<file path="src/rtl/bnn_uart_tx_fifo_if.sv">
// Byte handshake between the BNN controller and the UART transmit FIFO.
// The master offers bytes with data_valid and the slave accepts them when data_ready is high.
interface bnn_uart_tx_fifo_if;
   logic [7:0] data_in;
   logic       data_valid;
   logic       data_ready;

   modport master (
      output data_in,
      output data_valid,
      input  data_ready
   );

   modport slave (
      input  data_in,
      input  data_valid,
      output data_ready
   );
endinterface

</file>
<file path="src/rtl/bnn_uart_tx_fifo.sv">
// Buffered 8N1 UART transmitter: a small byte FIFO drains into a serialiser.
// A frame is launched only while the host signals that it can receive.
module bnn_uart_tx_fifo #(
   parameter int CLKS_PER_BIT = 868,
   parameter int FIFO_DEPTH   = 4
) (
   input  logic                          i_clk,
   input  logic                          i_rst,
   bnn_uart_tx_fifo_if.slave             s_in,
   input  logic                          i_peer_rts,
   output logic                          o_tx,
   output logic                          o_busy,
   output logic [$clog2(FIFO_DEPTH):0]   o_fifo_count
);

   localparam int PTR_W = $clog2(FIFO_DEPTH);
   localparam int CNT_W = PTR_W + 1;
   localparam int DIV_W = $clog2(CLKS_PER_BIT);
   localparam logic [CNT_W-1:0] DEPTH_C  = CNT_W'(FIFO_DEPTH);
   localparam logic [DIV_W-1:0] DIV_LAST = DIV_W'(CLKS_PER_BIT - 1);

   typedef enum logic [1:0] {
      S_IDLE  = 2'd0,
      S_START = 2'd1,
      S_DATA  = 2'd2,
      S_STOP  = 2'd3
   } state_t;

   state_t           r_state;
   logic [7:0]       r_mem [FIFO_DEPTH];
   logic [PTR_W-1:0] r_wr_ptr;
   logic [PTR_W-1:0] r_rd_ptr;
   logic [CNT_W-1:0] r_count;
   logic [DIV_W-1:0] r_div;
   logic [2:0]       r_bit_idx;
   logic [7:0]       r_shift;
   logic             r_tx;
   logic             r_busy;

   logic w_ready;
   logic w_push;
   logic w_div_done;
   logic w_pop;

   // Handshake, divider terminal count and frame-launch (pop) decision.
   always_comb begin
      w_ready    = (r_count < DEPTH_C) && !i_rst;
      w_push     = s_in.data_valid && w_ready;
      w_div_done = (r_div == DIV_LAST);
      w_pop      = 1'b0;
      if ((r_count != {CNT_W{1'b0}}) && i_peer_rts) begin
         if (r_state == S_IDLE) begin
            w_pop = 1'b1;
         end else if ((r_state == S_STOP) && w_div_done) begin
            w_pop = 1'b1;
         end else begin
            w_pop = 1'b0;
         end
      end else begin
         w_pop = 1'b0;
      end
   end

   // Byte storage; contents need no reset because the pointers define validity.
   always_ff @(posedge i_clk) begin
      if (w_push) begin
         r_mem[r_wr_ptr] <= s_in.data_in;
      end
   end

   // FIFO pointers and occupancy; a simultaneous push and pop leaves the count unchanged.
   always_ff @(posedge i_clk) begin
      if (i_rst) begin
         r_wr_ptr <= {PTR_W{1'b0}};
         r_rd_ptr <= {PTR_W{1'b0}};
         r_count  <= {CNT_W{1'b0}};
      end else begin
         if (w_push) begin
            r_wr_ptr <= r_wr_ptr + {{(PTR_W-1){1'b0}}, 1'b1};
         end
         if (w_pop) begin
            r_rd_ptr <= r_rd_ptr + {{(PTR_W-1){1'b0}}, 1'b1};
         end
         case ({w_push, w_pop})
            2'b10:   r_count <= r_count + {{(CNT_W-1){1'b0}}, 1'b1};
            2'b01:   r_count <= r_count - {{(CNT_W-1){1'b0}}, 1'b1};
            default: r_count <= r_count;
         endcase
      end
   end

   // Frame serialiser FSM with registered tx/busy outputs.
   always_ff @(posedge i_clk) begin
      if (i_rst) begin
         r_state   <= S_IDLE;
         r_tx      <= 1'b1;
         r_busy    <= 1'b0;
         r_div     <= {DIV_W{1'b0}};
         r_bit_idx <= 3'd0;
         r_shift   <= 8'h00;
      end else begin
         case (r_state)
            S_IDLE: begin
               r_div <= {DIV_W{1'b0}};
               if (w_pop) begin
                  r_state <= S_START;
                  r_tx    <= 1'b0;
                  r_busy  <= 1'b1;
                  r_shift <= r_mem[r_rd_ptr];
               end else begin
                  r_tx   <= 1'b1;
                  r_busy <= 1'b0;
               end
            end
            S_START: begin
               if (w_div_done) begin
                  r_div     <= {DIV_W{1'b0}};
                  r_state   <= S_DATA;
                  r_bit_idx <= 3'd0;
                  r_tx      <= r_shift[0];
                  r_shift   <= {1'b0, r_shift[7:1]};
               end else begin
                  r_div <= r_div + {{(DIV_W-1){1'b0}}, 1'b1};
               end
            end
            S_DATA: begin
               if (w_div_done) begin
                  r_div <= {DIV_W{1'b0}};
                  if (r_bit_idx == 3'd7) begin
                     r_state <= S_STOP;
                     r_tx    <= 1'b1;
                  end else begin
                     r_bit_idx <= r_bit_idx + 3'd1;
                     r_tx      <= r_shift[0];
                     r_shift   <= {1'b0, r_shift[7:1]};
                  end
               end else begin
                  r_div <= r_div + {{(DIV_W-1){1'b0}}, 1'b1};
               end
            end
            S_STOP: begin
               if (w_div_done) begin
                  r_div <= {DIV_W{1'b0}};
                  // Chain straight into the next start bit when a byte is waiting.
                  if (w_pop) begin
                     r_state <= S_START;
                     r_tx    <= 1'b0;
                     r_shift <= r_mem[r_rd_ptr];
                  end else begin
                     r_state <= S_IDLE;
                     r_busy  <= 1'b0;
                  end
               end else begin
                  r_div <= r_div + {{(DIV_W-1){1'b0}}, 1'b1};
               end
            end
            default: begin
               r_state <= S_IDLE;
               r_tx    <= 1'b1;
               r_busy  <= 1'b0;
               r_div   <= {DIV_W{1'b0}};
            end
         endcase
      end
   end

   assign s_in.data_ready = w_ready;
   assign o_tx            = r_tx;
   assign o_busy          = r_busy;
   assign o_fifo_count    = r_count;

endmodule

</file>
<file path="src/flat_wrapper.sv">
// flat-port wrapper written by rule: the top's interface ports become plain ports
module bnn_uart_tx_fifo_flat 
#(
   parameter int CLKS_PER_BIT = 868,
   parameter int FIFO_DEPTH   = 4
)
  (i_clk, i_rst, i_peer_rts, o_tx, o_busy, o_fifo_count, s_in_data_in, s_in_data_valid, s_in_data_ready);
  bnn_uart_tx_fifo_if s_in_i ();
  input  logic i_clk;
  input  logic i_rst;
  input  logic i_peer_rts;
  output logic o_tx;
  output logic o_busy;
  output logic [$clog2(FIFO_DEPTH):0] o_fifo_count;
  input wire logic [$bits(s_in_i.data_in)-1:0] s_in_data_in;
  input wire logic [$bits(s_in_i.data_valid)-1:0] s_in_data_valid;
  output wire logic [$bits(s_in_i.data_ready)-1:0] s_in_data_ready;
  assign s_in_i.data_in = s_in_data_in;
  assign s_in_i.data_valid = s_in_data_valid;
  assign s_in_data_ready = s_in_i.data_ready;
  bnn_uart_tx_fifo #(.CLKS_PER_BIT(CLKS_PER_BIT), .FIFO_DEPTH(FIFO_DEPTH)) u_core (.i_clk(i_clk), .i_rst(i_rst), .s_in(s_in_i), .i_peer_rts(i_peer_rts), .o_tx(o_tx), .o_busy(o_busy), .o_fifo_count(o_fifo_count));
endmodule
</file>
<file path="config.mk">
export PLATFORM = sky130hd
export DESIGN_NAME = bnn_uart_tx_fifo_flat
export DESIGN_NICKNAME = d
export VERILOG_FILES = /design/src/rtl/bnn_uart_tx_fifo_if.sv /design/src/rtl/bnn_uart_tx_fifo.sv /design/src/flat_wrapper.sv
export SDC_FILE = /design/constraint.sdc
export NUM_CORES = 1
export LEC_CHECK = 0
export CAP_MARGIN = 40
export CORE_MARGIN = 3
export CORE_UTILIZATION = 50
export DETAILED_ROUTE_END_ITERATION = 10
export GPL_ROUTABILITY_DRIVEN = 0
export MAX_ROUTING_LAYER = met4
export PLACE_DENSITY = 0.69
export SYNTH_ARGS = -nofsm -noshare
export SYNTH_HDL_FRONTEND = slang
export SYNTH_SLANG_ARGS = --single-unit
</file>
<file path="constraint.sdc">
create_clock -name i_clk -period 5.15 [get_ports i_clk]
set_input_delay 1.03 -clock i_clk [delete_from_list [all_inputs] [get_ports i_clk]]
set_output_delay 1.03 -clock i_clk [all_outputs]
set_load 0.05 [all_outputs]
</file>
==> results of run 1 <==
## placed cells by master, fill, tap and decap left out, types with 2 or more instances in the layout
cell	synthesis	final
ha_1	12	12
or3_1	3	3
xnor2_1	5	5
mux2i_1	7	7
clkinv_1	1	2
o31ai_1	2	2
clkbuf_8	0	11
a21oi_1	13	13
mux2_2	8	8
inv_1	13	13
xor2_1	4	4
and2_1	2	2
nand2_1	23	23
mux4_2	8	8
o21ai_0	10	10
and3_1	5	5
nor2_1	17	17
nand3_1	5	5
nor2b_1	2	2
edfxtp_1	32	32
clkdlybuf4s50_1	0	17
nor3_1	5	5
a31oi_1	2	2
dfxtp_1	34	34
nand4_1	2	2
nand4b_1	2	2
## state kept, by name, summed over array words and instances, names as in the netlist, named ones only
register	cells
u_core.r_mem	32
u_core.o_tx	1
u_core.r_shift	8
u_core.r_bit_idx	3
u_core.o_busy	1
u_core.r_state	2
u_core.r_div	10
u_core.r_wr_ptr	2
u_core.r_rd_ptr	2
u_core.o_fifo_count	3
## worst max path at each step
stage | startpoint | to | slack [ns] | cells past startpoint
detailed placement | i_rst | s_in_data_ready | 1.37 | 4
global route | i_rst | s_in_data_ready | 1.27 | 4
floorplan | i_rst | u_core.o_fifo_count[2] | 1.84 | 10
finish | i_rst | s_in_data_ready | 1.34 | 4
CTS | i_rst | s_in_data_ready | 1.35 | 4
global placement | i_rst | s_in_data_ready | 1.38 | 4
## stage by stage
| step | setup WS (ns) | std cells | util | instance area (um^2) | hold slack (ns) |
|---|---|---|---|---|---|
| after floorplan | 1.844 | 249 | - | 2984 | 0.4297 |
| after global placement | 1.381 | 328 | 0.5673 | 3201 | 0.4412 |
| after detailed placement | 1.369 | 328 | 0.5673 | 3201 | 0.4566 |
| after CTS | 1.354 | 344 | 0.6037 | 3406 | 0.4660 |
| after global routing | 1.272 | 344 | 0.6037 | 3406 | 0.4831 |
| final | 1.340 | 344 | 0.6037 | 3406 | 0.4648 |
## final cells by class
class,count,area share
Tap cell,72,0.02645
Multi-Input combinational cell,158,0.3637
Clock inverter,4,0.01470
Inverter,14,0.01543
Sequential cell,66,0.4820
Clock buffer,12,0.04555
Timing Repair Buffer,18,0.05217
## power groups by stage
stage,clock (mW),sequential [mW],combinational [mW]
after floorplan,0,0.709,0.417
after global placement,0,0.694,0.553
after detailed placement,0,0.696,0.557
after CTS,0.453,0.684,0.568
after global routing,0.477,0.695,0.620
final,0.445,0.682,0.567
## logic make-up (layout without fill, tap and decap cells)
kind of cell	Yosys count	count (layout)	synth area share
adder cells (fa/ha/maj)	13	13	0.05702
buffers and inverters	25	48	0.03480
XOR/XNOR	9	9	0.02641
multiplexers	23	23	0.1140
AND/OR/NAND/NOR	70	70	0.1166
AO/OA/AOI/OAI	43	43	0.1011
flip-flops	66	66	0.5501
## worst max-delay path: cells and delay by family
family | cells | cell delay (ns)
buf+inv | 3 | 1.47
simple gates | 1 | 0.28
## per-layer routing
metal  track usage  routed length (um)  up-vias
met4       0.09658                 123        0
met2        0.2442                2408       38
met5             -                   0        -
li1              -                   -      960
met3       0.03571                 171       11
met1        0.2314                2643      963
==> run_results.csv, run 1 <==
group,metric,value,unit
run_status,status,"finished clean",
floorplan,start_util,0.5289,
cells_and_area,nNetsFinal,292,
critical_path,start_kind,"input port",
drt,drt_iter0_markers,128,
worst_hold_path,holdPathStages,2,
cells_and_area,drive_above_1_share,0.1287,
clock_tree,clk_latency,0.34,ns
drt,first_pass_iters,6,
power,power_frac_seq,0.403,
synthesis,synthCells,249,
synthesis,yosysTopAreaCell,"edfxtp_1",
cells_and_area,antennaDiodeCount,0,
floorplan,die_w,83.26,um
drt,wl_per_cell,15.54,um
timing,fin_crit_sh,0.7398,
worst_hold_path,hold_path_end,"u_core.r_shift[3]",
grt,grt_max_degree,19,
drt,drtAntennaViolNets,0,
critical_path,path_cells,"clkdlybuf4s50_1 > buf_4 > nor2_1 > clkdlybuf4s50_1",
clock_tree,cts_inserted_buffers,9,
timing,max_freq,262.5,MHz
critical_path,critical_path_class,"in2out",
critical_path,r2r_slack,2.36,ns
floorplan,num_rows,27,
floorplan,core_region_area,5642,um^2
cells_and_area,area.growth.synth_to_final,14.13,%
power,ir_drop,0.0002486,V
power,switching_share,0.3325,
synthesis,synthTopCellsByArea,"edfxtp_1 (32%), dfxtp_1 (23%), mux4_2 (6.0%), ha_1 (5.0%), mux2_2 (3.0%)",
clock_tree,ctsResizeCount,0,
clock_tree,cts_setup_buffers,0,
clock_tree,clockBufferDepth,2,
synthesis,ys_ff_latch,66,
power,p_int,1.131,mW
critical_path,r2r-end,"u_core.o_fifo_count[2]",
clock_tree,cts.sinks,66,
floorplan,io_pins,18,
flow_run,cap_violations,0,
synthesis,synth_nets,274,
synthesis,avgSynthCellArea,11.98,um^2
place,dp_hpwl,3586,um
timing,setup_viol,0,
power,powerDensity,497.3,nW/um^2
clock_tree,path_clk_slew,0.07,ns
clock_tree,cts_tree,"done",
timing,hold_viol_final,0,
grt,grt_pass1_wl,9170,um
timing,worstMarginPinSlew,0.6541,ns
clock_tree,h-tree-depth,3,
grt,grtUsageTotal,0.1727,
cells_and_area,fill_cells,448,
timing,setup_tns,0,ns
clock_tree,root_buffer,"clkbuf_8",
synthesis,syn-cell-area,2984,um^2
place,port_buffers,17,
timing,drv_slew,0,
critical_path,cpMaxStageDelayCell,"clkdlybuf4s50_1",
critical_path,max_stage_delay,0.87,ns
synthesis,yosysTopAreaCellShare,0.3220,
synthesis,synth.most_common_cell,"dfxtp_1",
synthesis,async_reset_ff_frac,0,
critical_path,crit_required,4.12,ns
grt,grt.overflow.total,0,
power,clkPwrFrac,0.263,
grt,grt_pass1_vias,1881,
drt,num_vias,1972,
worst_hold_path,min_from,"u_core.r_shift[3]",
power,total_power,1.694,mW
floorplan,dieArea,6931,um^2
power,p_comb_frac,0.335,
synthesis,ys_warn_count,0,
synthesis,synthFlopType,"dfxtp_1",
synthesis,synth_edf_count,32,
floorplan,die_y,83.26,um
timing,fin_skew,0.008448,ns
timing,fin_crit,3.810,ns
synthesis,ys_seq_area_frac,0.5501,
drt,totalWireLength,5346,um
power,power_leakage,1.224,nW
critical_path,reg2reg_from,"u_core.r_div[0]",
cells_and_area,seq_area,1642,um^2
drt,viasPerCell,5.733,
critical_path,crit_path_max_fanout,18,
critical_path,end_kind,"output pin",
cells_and_area,multi_input_area,1239,um^2
grt,antenna_found_initial,0,
power,p_sw,0.5633,mW
drt,drc,0,
timing,relSlewSlack,0.5629,
critical_path,critPathArrivalTime,2.78,ns
critical_path,crit_top_cell,"clkdlybuf4s50_1",
timing,rsz0062_at_grt,"no",
synthesis,synthTopCellsByCount,"dfxtp_1 (34), edfxtp_1 (32), nand2_1 (23), nor2_1 (17)",
synthesis,synth_cell_types,49,
worst_hold_path,hp-class,"reg2reg",
clock_tree,ctsHoldBuffers,0,
critical_path,worst-r2r-cell-count,10,
(Power assumes the default switching activity.)
==> inputs of run 2 (changes only) <==
--- a/config.mk
+++ b/config.mk
@@ -11,7 +11,7 @@
 export DETAILED_ROUTE_END_ITERATION = 10
 export GPL_ROUTABILITY_DRIVEN = 0
 export MAX_ROUTING_LAYER = met4
-export PLACE_DENSITY = 0.69
+export PLACE_DENSITY = 0.72
 export SYNTH_ARGS = -nofsm -noshare
 export SYNTH_HDL_FRONTEND = slang
 export SYNTH_SLANG_ARGS = --single-unit
==> constraint.sdc (replaced) <==
create_clock -name i_clk -period 3.1 [get_ports i_clk]
set_input_delay 0.62 -clock i_clk [delete_from_list [all_inputs] [get_ports i_clk]]
set_output_delay 0.62 -clock i_clk [all_outputs]
set_load 0.05 [all_outputs]
==> run 2 against run 1 <==
Net effect: sequential share of layout area shrank 0.071 points; critical path depth grew 6; die area is the same; final area grew 0.15%; final cell count grew 0.58%; count of clock-buffer cells in the layout shrank 2; combinational power grew 65%; power grew 62%; critical endpoint is now u_core.o_fifo_count[2].
==> run_results.csv, run 2 (synthesis gave the netlist of run 1 again) <==
group,metric,value,unit
timing,rsz0062_at_grt,"no",
grt,antenna_found_initial,0,
power,switching_share,0.3336,
cells_and_area,seq_area,1642,um^2
power,p_comb_frac,0.339,
cells_and_area,nNetsFinal,294,
cells_and_area,antennaDiodeCount,0,
grt,grt_pass1_wl,8832,um
drt,first_pass_iters,4,
critical_path,r2r-end,"u_core.o_fifo_count[2]",
cells_and_area,top_register,"u_core.r_mem",
floorplan,io_pins,18,
place,port_buffers,17,
timing,worstMarginPinSlew,0.6108,ns
critical_path,crit_required,3.38,ns
timing,fin_crit,2.727,ns
floorplan,dieArea,6931,um^2
floorplan,num_rows,27,
timing,holdWs,0.4606,ns
timing,relSlewSlack,0.5919,
critical_path,worst-r2r-cell-count,10,
critical_path,reg2reg_from,"u_core.r_div[0]",
drt,drtAntennaViolNets,0,
drt,drc,0,
critical_path,critical_path_class,"reg2reg",
critical_path,r2r_slack,0.37,ns
timing,setup_viol,0,
floorplan,die_w,83.26,um
critical_path,crit_path_max_fanout,8,
timing,setup_tns,0,ns
power,p_sw,0.9175,mW
cells_and_area,fill_cells,464,
flow_run,cap_violations,0,
timing,max_freq,366.7,MHz
cells_and_area,drive_above_1_share,0.1423,
power,power_leakage,1.234,nW
grt,grtUsageTotal,0.1669,
clock_tree,ctsHoldBuffers,0,
clock_tree,cts.sinks,66,
power,clkPwrFrac,0.250,
clock_tree,root_buffer,"clkbuf_8",
place,dp_hpwl,3551,um
timing,hold_viol_final,0,
cells_and_area,top_regs,"u_core.r_mem (32), u_core.r_div (10), u_core.r_shift (8)",
worst_hold_path,hp-class,"reg2reg",
clock_tree,h-tree-depth,3,
cells_and_area,fin_cells,346,
clock_tree,clockBufferDepth,2,
clock_tree,clk_latency,0.34,ns
run_status,status,"finished clean",
cells_and_area,layout_common_cells,"dfxtp_1 (34), edfxtp_1 (32), nand2_1 (23)",
worst_hold_path,hold_path_end,"u_core.r_shift[6]",
drt,num_vias,1953,
timing,fin_skew,0.007370,ns
cells_and_area,final_common_cell,"dfxtp_1",
drt,viasPerCell,5.645,
grt,grt_pass1_vias,1938,
cells_and_area,largest_reg_flops,32,
worst_hold_path,min_from,"u_core.r_shift[6]",
clock_tree,cts_inserted_buffers,9,
drt,wl_per_cell,15.06,um
critical_path,end_kind,"flop",
critical_path,start_kind,"flop",
grt,grt.overflow.total,0,
floorplan,die_y,83.26,um
floorplan,core_region_area,5642,um^2
place,dp_cells,330,
power,powerDensity,806.4,nW/um^2
power,power_frac_seq,0.411,
clock_tree,cts_tree,"done",
clock_tree,path_clk_slew,0.07,ns
drt,totalWireLength,5212,um
timing,drv_slew,0,
critical_path,critPathArrivalTime,3.00,ns
cells_and_area,multi_input_area,1239,um^2
drt,drt_iter0_markers,94,
cells_and_area,area.growth.synth_to_final,14.30,%
power,p_int,1.833,mW
worst_hold_path,holdPathStages,2,
clock_tree,cts_setup_buffers,0,
power,ir_drop,0.0003478,V
timing,fin_crit_sh,0.8796,
floorplan,start_util,0.5289,
grt,grt_max_degree,18,
clock_tree,ctsResizeCount,0,
-- run 2: changes by cell type in the layout (fill, tap and decap cells not counted) --
cell	previous run	this run
buf_12	0	1
buf_4	1	3
clkbuf_8	11	9
clkdlybuf4s50_1	17	16
clkinv_1	2	1
clkinv_2	0	4
clkinv_4	1	0
-- run 2: worst max-delay path, stage by stage, from the launching register on --
cell and delay [ns]:
dfxtp_1 0.37, ha_1 0.25, and4bb_1 0.41, nand4_1 0.23, nand2_1 0.16, ha_1 0.20
inv_1 0.06, fa_1 0.37, xor2_1 0.15, or3_1 0.31, a21oi_1 0.15
-- run 2: worst max-delay path by stage --
stage | slack, ns | depth (start not counted) | startpoint | endpoint
4_1_cts | 0.39 | 10 | u_core.r_div[0] | u_core.o_fifo_count[2]
3_3_place_gp | 0.24 | 10 | i_peer_rts | u_core.o_fifo_count[2]
5_1_grt | 0.19 | 10 | u_core.r_div[0] | u_core.o_fifo_count[2]
6_report | 0.37 | 10 | u_core.r_div[0] | u_core.o_fifo_count[2]
3_5_place_dp | 0.14 | 10 | i_peer_rts | u_core.o_fifo_count[2]
2_1_floorplan | 0.20 | 10 | i_rst | u_core.o_fifo_count[2]
-- run 2: area by class of cell --
| type | instances | share of cell area |
|---|---|---|
| Clock buffer | 10 | 0.03742 |
| Inverter | 14 | 0.01541 |
| Timing Repair Buffer | 20 | 0.05943 |
| Tap cell | 72 | 0.02641 |
| Clock inverter | 6 | 0.01687 |
| Sequential cell | 66 | 0.4813 |
| Multi-Input combinational cell | 158 | 0.3632 |
-- run 2: metal layers --
metal / vias up / global-route usage / wire length (um)
li1: 953 / - / -
met1: 950 / 0.2130 / 2477
met2: 42 / 0.2471 / 2427
met3: 8 / 0.04167 / 233
met4: 0 / 0.08470 / 74
met5: - / - / 0
-- run 2: power groups by stage --
| stage | clock [mW] | combinational (mW) | sequential (mW) |
|---|---|---|---|
| floorplan | 0 | 0.693 | 1.18 |
| global placement | 0 | 0.927 | 1.15 |
| detailed placement | 0 | 0.928 | 1.15 |
| CTS | 0.708 | 0.934 | 1.13 |
| global route | 0.744 | 1.02 | 1.15 |
| finish | 0.688 | 0.933 | 1.13 |
-- run 2: per-stage QoR --
stage | power, mW | setup WS [ns] | utilization | cell area [um^2]
2_1_floorplan | 1.870 | 0.2044 | - | 2984
3_3_place_gp | 2.072 | 0.2361 | 0.5717 | 3226
3_5_place_dp | 2.079 | 0.1399 | 0.5717 | 3226
4_1_cts | 2.773 | 0.3929 | 0.6046 | 3411
5_1_grt | 2.912 | 0.1907 | 0.6046 | 3411
6_report | 2.751 | 0.3732 | 0.6046 | 3411
